**src/rtl/megszakitas_vezerlo.sv**
```systemverilog
// 8-input prioritised interrupt controller: rising-edge capture, masking,
// nesting by in-service priority, ack/vector handshake and EOI.
module megszakitas_vezerlo #(
  parameter bit AUTO_EOI = 1'b0
) (
  input  logic       clk,
  input  logic       rst,
  input  logic [7:0] irq,
  input  logic [7:0] mask,
  input  logic       ack,
  input  logic       eoi,
  output logic       int_out,
  output logic [2:0] vec,
  output logic       vec_valid,
  output logic [7:0] pending,
  output logic [7:0] in_service
);

  typedef enum logic {IDLE, REQ} state_t;

  state_t     state_q, state_d;
  logic [7:0] irq_prev_q;
  logic [7:0] pending_q, pending_d;
  logic [7:0] in_service_q, in_service_d;
  logic [7:0] cand;
  logic [2:0] hp, his;
  logic       his_vld, eligible, take;
  logic [2:0] vec_q, vec_d;
  logic       vv_q, vv_d;
  logic       int_q, int_d;

  // Ascending scan: the last set bit seen is the highest priority one.
  always_comb begin
    cand    = pending_q & ~mask;
    hp      = 3'd0;
    his     = 3'd0;
    his_vld = 1'b0;
    for (int i = 0; i < 8; i++) begin
      if (cand[i]) hp = 3'(i);
      if (in_service_q[i]) begin
        his     = 3'(i);
        his_vld = 1'b1;
      end
    end
    eligible = (cand != 8'd0) && (!his_vld || hp > his);
  end

  always_ff @(posedge clk or posedge rst) begin
    if (rst) state_q <= IDLE;
    else     state_q <= state_d;
  end

  always_comb begin
    state_d = state_q;
    case (state_q)
      IDLE: if (eligible) state_d = REQ;
      REQ:  if (ack || !eligible) state_d = IDLE;
    endcase
  end

  // hp is re-evaluated at ack time, so a later higher source wins.
  always_comb begin
    take  = (state_q == REQ) && ack && eligible;
    int_d = (state_d == REQ);
    vv_d  = take;
    vec_d = take ? hp : vec_q;
  end

  // EOI acts on the pre-edge in-service set; the ack's set is applied after.
  always_comb begin
    pending_d = pending_q;
    if (take) pending_d[hp] = 1'b0;
    pending_d = pending_d | (irq & ~irq_prev_q);
    in_service_d = in_service_q;
    if (!AUTO_EOI) begin
      if (eoi && his_vld) in_service_d[his] = 1'b0;
      if (take)           in_service_d[hp]  = 1'b1;
    end
  end

  always_ff @(posedge clk or posedge rst) begin
    if (rst) begin
      irq_prev_q   <= 8'd0;
      pending_q    <= 8'd0;
      in_service_q <= 8'd0;
      vec_q        <= 3'd0;
      vv_q         <= 1'b0;
      int_q        <= 1'b0;
    end else begin
      irq_prev_q   <= irq;
      pending_q    <= pending_d;
      in_service_q <= in_service_d;
      vec_q        <= vec_d;
      vv_q         <= vv_d;
      int_q        <= int_d;
    end
  end

  assign int_out    = int_q;
  assign vec        = vec_q;
  assign vec_valid  = vv_q;
  assign pending    = pending_q;
  assign in_service = in_service_q;

endmodule

```
**config.mk**
```make
export PLATFORM = sky130hd
export DESIGN_NAME = megszakitas_vezerlo
export DESIGN_NICKNAME = d
export VERILOG_FILES = /design/src/rtl/megszakitas_vezerlo.sv
export SDC_FILE = /design/constraint.sdc
export NUM_CORES = 1
export LEC_CHECK = 0
export ABC_CLOCK_PERIOD_IN_PS = 5650
export CELL_PAD_IN_SITES_DETAIL_PLACEMENT = 1
export CELL_PAD_IN_SITES_GLOBAL_PLACEMENT = 2
export CORE_ASPECT_RATIO = 0.7
export CORE_MARGIN = 8
export CORE_UTILIZATION = 31
export CTS_CLUSTER_DIAMETER = 60
export DETAILED_ROUTE_END_ITERATION = 7
export PLACE_DENSITY_LB_ADDON = 0.3
export SETUP_SLACK_MARGIN = 0.4
export SKIP_CTS_REPAIR_TIMING = 1
export SLEW_MARGIN = 20
export SYNTH_ARGS = -nofsm -noshare
export SYNTH_HDL_FRONTEND = slang
export SYNTH_SLANG_ARGS = --single-unit
export TNS_END_PERCENT = 5
```
**constraint.sdc**
```tcl
create_clock -name clk -period 5.65 [get_ports clk]
set_input_delay 1.13 -clock clk [delete_from_list [all_inputs] [get_ports clk]]
set_output_delay 1.13 -clock clk [all_outputs]
set_load 0.05 [all_outputs]
```
# ---- Word level (Yosys, flattened, before mapping)
# Index checks and enable logic that the tools add are counted.
dict set report totals {
  register_bits 29
  out_inout_bits 21
}
dict set report op_classes {
  magnitude_cmp 5
  n_mux 32
  bitwise_logic 11
  reduce_logical 11
}
# cell n
set op_table {}
lappend op_table {{3-bit 2-to-1 mux} 11}
lappend op_table {{8-bit bitwise AND} 4}
lappend op_table {{8-bit NOT} 4}
lappend op_table {{8-bit 2-to-1 mux} 3}
lappend op_table {{8-bit bitwise OR} 2}
lappend op_table {{1-bit 2-to-1 mux} 14}
lappend op_table {{3-bit by 4-bit less-than comparator with 1-bit output, second input constant} 2}
lappend op_table {{8-bit nonzero test} 1}
lappend op_table {{1-bit demux with 3-bit select} 2}
lappend op_table {{3-bit by 1-bit >= comparator with 1-bit output, second input constant} 2}
lappend op_table {{1-bit logical AND} 6}
lappend op_table {{3-bit > comparator} 1}
lappend op_table {{1-bit zero test} 2}
lappend op_table {{1-bit logical OR} 2}
lappend op_table {{2-bit 2-to-1 mux} 1}
lappend op_table {{1-bit one-hot mux with 2 select lines} 1}
lappend op_table {{1-bit NOT} 1}

# ---- Depth between registers and ports, before layout
dict set report logic_depth {
  depth_word 17
  depth_mapped 10
  depth_no_buf 10
}

# ---- Worst setup path after synthesis
# No wires, ideal clock.
dict set report synth_path {
  path_type {input to register}
  from {input port mask[3]}
  to {register vec_q[1], in the netlist vec[1]}
  t_arrival_ns 2.887
  t_required_ns 5.525
  setup_slack_ns 2.638
  cell_stages 9
  path_cell_list {nand2b_1 -> o21ai_1 -> inv_1 -> o21ai_0 -> ha_1 -> and3b_2 -> o211ai_2 -> a21oi_4 -> mux2_4}
}
dict set report synth_between {
  elab_chain_len 11
  elab_cells_between_ends 12
  classes_between {order compare (1); mux (5); bitwise (2); reduce/logical (4)}
}
# item line
set synth_rtl {}
lappend synth_rtl {{from (decl)} 9} ;# input logic [7:0] mask,
lappend synth_rtl {{8-bit NOT} 34} ;# cand = pending_q & ~mask;
lappend synth_rtl {{8-bit bitwise AND} 34}
lappend synth_rtl {{3-bit 2-to-1 mux (5 in series)} 39} ;# if (cand[i]) hp = 3'(i);
lappend synth_rtl {{named net hp[1]} 26} ;# logic [2:0] hp, his;
lappend synth_rtl {{3-bit > comparator} 45} ;# eligible = (cand != 8'd0) && (!his_vld || hp > his);
lappend synth_rtl {{1-bit logical OR} 45}
lappend synth_rtl {{1-bit logical AND} 45}
lappend synth_rtl {{1-bit logical AND} 63} ;# take = (state_q == REQ) && ack && eligible;
lappend synth_rtl {{named net take} 27} ;# logic his_vld, eligible, take;
lappend synth_rtl {{to (signal assigned)} 93} ;# vec_q <= vec_d;
lappend synth_rtl {{to (decl)} 28} ;# logic [2:0] vec_q, vec_d;
# The timed path passes the listed nets, and every way through them passes these cells.
# A chain may end at the register's enable or synchronous reset.

# ---- Final worst setup path
dict set report layout_path {
  from {input port mask[2]}
  to {register pending_q[2], in the netlist pending[2]}
}
dict set report layout_between {
  elab_chain_len 16
  elab_cells_between_ends 22
  classes_between {order compare (3); mux (9); bitwise (5); reduce/logical (5)}
}
# item line
set layout_rtl {}
lappend layout_rtl {{8-bit NOT *} 34}
lappend layout_rtl {{8-bit bitwise AND *} 34}
lappend layout_rtl {{2-bit 2-to-1 mux *} 39}
lappend layout_rtl {{3-bit 2-to-1 mux * (5 in series)} 39}
lappend layout_rtl {{named net hp[1]} 26}
lappend layout_rtl {{3-bit by 4-bit less-than comparator with 1-bit output (not written as such) or 3-bit by 1-bit >= comparator with 1-bit output (tied branches)} 72} ;# if (take) pending_d[hp] = 1'b0;
lappend layout_rtl {{1-bit logical AND (not written as such)} 72}
lappend layout_rtl {{1-bit 2-to-1 mux (not written as such)} 72}
lappend layout_rtl {{1-bit demux with 3-bit select} 72}
lappend layout_rtl {{8-bit NOT (no source line)} --}
lappend layout_rtl {{8-bit bitwise AND (no source line)} --}
lappend layout_rtl {{8-bit 2-to-1 mux *} 72}
lappend layout_rtl {{8-bit bitwise OR *} 73} ;# pending_d = pending_d | (irq & ~irq_prev_q);
lappend layout_rtl {{named net pending_d[2]} 23} ;# logic [7:0] pending_q, pending_d;
lappend layout_rtl {{to (signal assigned)} 91} ;# pending_q <= pending_d;
lappend layout_rtl {{to (decl)} 23}
# The timed path passes the listed nets; every way through them passes the cells marked *.

==> impl.org <==
** Run status
- Outcome :: completed

** Timing
- The smallest clock period supported by the final layout is computed as roughly 3.4 ns.
- The tightest hold path in the finished design has a slack of 0.537 ns.
- Across the routed clock network, the largest skew measured is around 0.0025 ns.
- Worst path setup slack after routing :: 2.20 ns
- Final Hold Vio Count :: 0
- Setup repair after global routing left no endpoint under its margin.
- Period utilization :: about three fifths
- For the pin with the worst max-slew slack, the measured transition is 0.654 ns.
- The number of max-slew violations in the final report came to 0.
- Setup violations remaining at the end of the flow were counted as 0.
- Setup TNS after final layout :: 0 ns
- Max frequency :: roughly 0.29 GHz
- Headroom to the max-slew limit came out at 56.0%.

** Min path
- The worst hold path terminates at pending[6].
- The path class of the tightest hold or removal check is register to register.
- The worst hold path begins at irq_prev_q[6].
- Instance count along the most critical hold path :: 3

** Pwr
- Sequential cells burn around 27% of the power.
- Clock group share of total power :: between 10 and 15%
- Net load switching power :: approximately 0.54 mW
- Power consumption :: ~1.1 mW
- In this run switching power makes up 47.4% of total power.
- In this run, the combinational gates consume 58.7% of the power.
- Areal power density over the cells :: around 570 nW/um^2
- IR analysis of the VDD net gives a maximum drop of ~0.23 mV.
- Internal power summed over all cells :: 0.599 mW
- LEAKAGE :: 0.859 nW

** Clock network
- CTS built an H-tree with a depth of 2.
- Clock Latency Late Sink :: 0.27 ns
- Post-CTS clock slew at the launch and capture registers of the worst setup and hold paths :: about 0.060 ns
- CTS tree :: yes
- Total clock sinks :: 29
- Cts bufs inserted :: 5
- Clock Tree Buf Depth :: 2
- Root buffer cell :: sky130_fd_sc_hd__clkbuf_8

** Setup path
- Sort of element at the end of the critical path :: register
- In this run the critical register-to-register path is captured at pending[2].
- The startpoint identified for the worst register-to-register timing path is pending[2].
- Largest fanout of any net on the critical path :: 7
- Critical path class :: input pin to register
- Crit path required time :: approximately 6 ns
- Arrival @ worst endpoint :: 3.64 ns
- Together, buffers and inverters on the worst path number 2.
- The worst register-to-register path has a depth of 10.
- Among cell families on the critical path, the largest total delay comes from compound AO/OA/AOI/OAI gates.
- Traced cell by cell, the critical path runs through clkdlybuf4s50_1, o21ai_1, inv_1, o21ai_0, ha_1, and3b_2, o211ai_2, nand2_4, and2_2, o21ai_0.
- Slowest cell on the critical path :: sky130_fd_sc_hd__clkdlybuf4s50_1
- The largest single stage delay on the critical path is 0.43 ns.
- The worst setup path is launched from an input pin.
- In this design, the critical path's most frequently occurring cell is sky130_fd_sc_hd__o21ai_0.
- Slack of the worst reg-to-reg path :: a little over 3 ns

** Route
- After the first detailed-routing iteration, the DRC count stood at 40.
- DRC :: 0
- Number of detailed-route iterations in the first pass :: 4
- Summing over every cut layer, the via total after detailed routing is 1161.
- Antenna Nets Post-Route :: 0
- Number of vias per cell :: 4.80
- Final WL :: roughly 4 mm
- After detailed routing, the average wire length per cell comes to ~16 um.

** Place
- The wire-length estimate of the detail-placed layout is about 3.2 mm.
- Port Buffers :: 40
- Counting tap cells, the placed design contains a total of ~230 instances.
- Placer Congestion :: 0.747
- At the placement stage, the worst setup path has a slack of 1.91 ns.
- Once placement finished, the instance area stood at about 1900 um^2.

** Floorplan
- In this run the horizontal extent of the chip is just under 100 um.
- The floorplan step set the die height to 73.3 um.
- The initial utilization of the core area, before any placement, comes to around 31%.
- In this run the core area contains 21 standard-cell rows.
- # IOs :: around 40
- The die covers ~7000 um^2.
- The floorplan step defined a core boundary enclosing between 4000 and 5000 um^2.

** Synth
- Number of warnings printed during yosys synthesis :: 0
- Synth Area per Inst :: approximately 11 um^2
- Count of distinct cell types in the synthesized netlist :: 40
- Synthesis handed over a netlist of about 140 instances.
- The synthesized design contains 29 register bits.
- Post-Synthesis Cell Area :: about 1500 um^2
- When the netlist entered floorplanning its net count stood at between 150 and 200.
- Proportion of synthesized chip area in sequential cells :: between 40% and 50%

** Global routing
- After global routing the overflow that remains totals 0.
- The first global-routing pass estimated approximately 6.4 mm of wire.
- Antenna violations before repair :: 0
- The number of global-route vias before repair is 1268.
- Across every metal layer, demand over resource in global routing totals 11.5%.
- Entering global routing, the biggest net connects 30 pins.

** Cells and area
- After routing the design area is between 2000 and 2500 um^2.
- In the final layout, the share of cells above drive strength 1 is 15.1%.
- Cells fill a little over two fifths of the core in the end.
- The finished layout holds 242 standard cells, fillers aside.
- Compared with the post-synthesis result, the final layout area differs by 37.9%.
- At the end of the flow, the number of nets in the layout was roughly 210.
- 0 antenna diodes ended up in the layout.

** Run
- MaxCap Viol Count :: 0
-- state kept, by name, summed over array words and instances, names as in the netlist --
signal,count
in_service,8
irq_prev_q,8
pending,8
vec,3
int_out,1
vec_valid,1
-- worst reg2reg max path, cell delays in order (launching register included) --
cell and delay, ns:
sky130_fd_sc_hd__dfrtp_1 0.39, sky130_fd_sc_hd__inv_1 0.07, sky130_fd_sc_hd__o21ai_1 0.33, sky130_fd_sc_hd__inv_1 0.07, sky130_fd_sc_hd__o21ai_0 0.30, sky130_fd_sc_hd__ha_1 0.32
sky130_fd_sc_hd__and3b_2 0.23, sky130_fd_sc_hd__o211ai_2 0.30, sky130_fd_sc_hd__nand2_4 0.13, sky130_fd_sc_hd__and2_2 0.23, sky130_fd_sc_hd__o21ai_0 0.16
-- power groups by stage --
stage,Sequential [mW],Combinational (mW),Clock (mW)
3_5_place_dp,0.317,0.673,0
6_report,0.312,0.668,0.158
3_3_place_gp,0.314,0.652,0
5_1_grt,0.322,0.723,0.173
4_1_cts,0.314,0.674,0.165
2_1_floorplan,0.467,0.310,0
-- layer usage --
layer | wire, um | global-route usage, % | share of wire (%)
met1 | 2000 | 15.0 | 51
met2 | 1720 | 17.5 | 44
met3 | 197 | 4.07 | 5.0
met4 | 11 | 3.09 | 0.28
met5 | 0 | 0 | 0
-- worst max-delay path by stage --
| stage | start | end | cells past startpoint |
|---|---|---|---|
| 2_1_floorplan | mask[3] | vec[1] | 9 |
| 3_3_place_gp | mask[6] | vec[1] | 9 |
| 3_5_place_dp | mask[3] | pending[2] | 11 |
| 4_1_cts | mask[3] | pending[2] | 11 |
| 5_1_grt | mask[3] | pending[2] | 11 |
| 6_report | mask[2] | pending[2] | 10 |
-- layout make-up --
class | instances | area, um^2
fillers | 523 | 2640
clock buffers | 8 | 80.1
well taps | 57 | 71.3
flip-flops and latches | 29 | 726
multi-input cells | 93 | 674
inverters | 15 | 56.3
repair buffers | 40 | 400
-- kinds of logic (layout without fill, tap and decap cells) --
kind of cell	Yosys count	count (layout)	synth area share, %
AO/OA/AOI/OAI	37	37	17.9
flip-flops	29	29	49.8
adder cells (fa/ha/maj)	3	3	2.58
buffers and inverters	15	63	3.87
multiplexers	2	2	2.06
AND/OR/NAND/NOR	51	51	23.8
-- cells in the mapped netlist (all sizes together) --
| master | n | area, um^2 |
|---|---|---|
| nor2 | 6 | 22.5 |
| a22o | 3 | 26.3 |
| or2b | 1 | 8.76 |
| and3 | 1 | 6.26 |
| o31ai | 2 | 15.0 |
| a31o | 1 | 8.76 |
| and2b | 1 | 7.51 |
| nand3 | 4 | 25.0 |
| nand2b | 8 | 60.1 |
| o2bb2ai | 2 | 17.5 |
| a21o | 2 | 17.5 |
| o211ai | 1 | 12.5 |
| a221o | 1 | 10.0 |
| a21boi | 2 | 15.0 |
| nand4 | 1 | 21.3 |
| nor2b | 7 | 43.8 |
| nand2 | 11 | 48.8 |
| inv | 15 | 56.3 |
| ha | 3 | 37.5 |
| nor3 | 4 | 25.0 |
| a2bb2oi | 1 | 8.76 |
| and2 | 2 | 15.0 |
| a21oi | 8 | 51.3 |
| a31oi | 1 | 12.5 |
| and3b | 1 | 10.0 |
| or2 | 1 | 6.26 |
| mux2 | 2 | 30.0 |
| dfrtp | 29 | 726 |
| nor3b | 1 | 12.5 |
| nor4 | 2 | 33.8 |
| o21ai | 13 | 65.1 |
-- cells in the final DEF, fill, tap and decap left out, types with 2 or more instances in the layout --
cell type	netlist	routed
sky130_fd_sc_hd__a21o_2	2	2
sky130_fd_sc_hd__a21oi_1	7	7
sky130_fd_sc_hd__a22o_1	3	3
sky130_fd_sc_hd__and2_2	2	2
sky130_fd_sc_hd__clkbuf_1	0	3
sky130_fd_sc_hd__clkbuf_8	0	5
sky130_fd_sc_hd__clkdlybuf4s50_1	0	40
sky130_fd_sc_hd__dfrtp_1	29	29
sky130_fd_sc_hd__ha_1	3	3
sky130_fd_sc_hd__inv_1	15	14
sky130_fd_sc_hd__mux2_4	2	2
sky130_fd_sc_hd__nand2_1	10	10
sky130_fd_sc_hd__nand2b_1	6	6
sky130_fd_sc_hd__nand3_1	3	3
sky130_fd_sc_hd__nor2_1	6	6
sky130_fd_sc_hd__nor2b_1	7	7
sky130_fd_sc_hd__nor3_1	3	3
sky130_fd_sc_hd__o21ai_0	11	11
sky130_fd_sc_hd__o21ai_1	2	2
sky130_fd_sc_hd__o2bb2ai_1	2	2
sky130_fd_sc_hd__o31ai_1	2	2
Note: power is estimated with default switching activity, not from simulation.
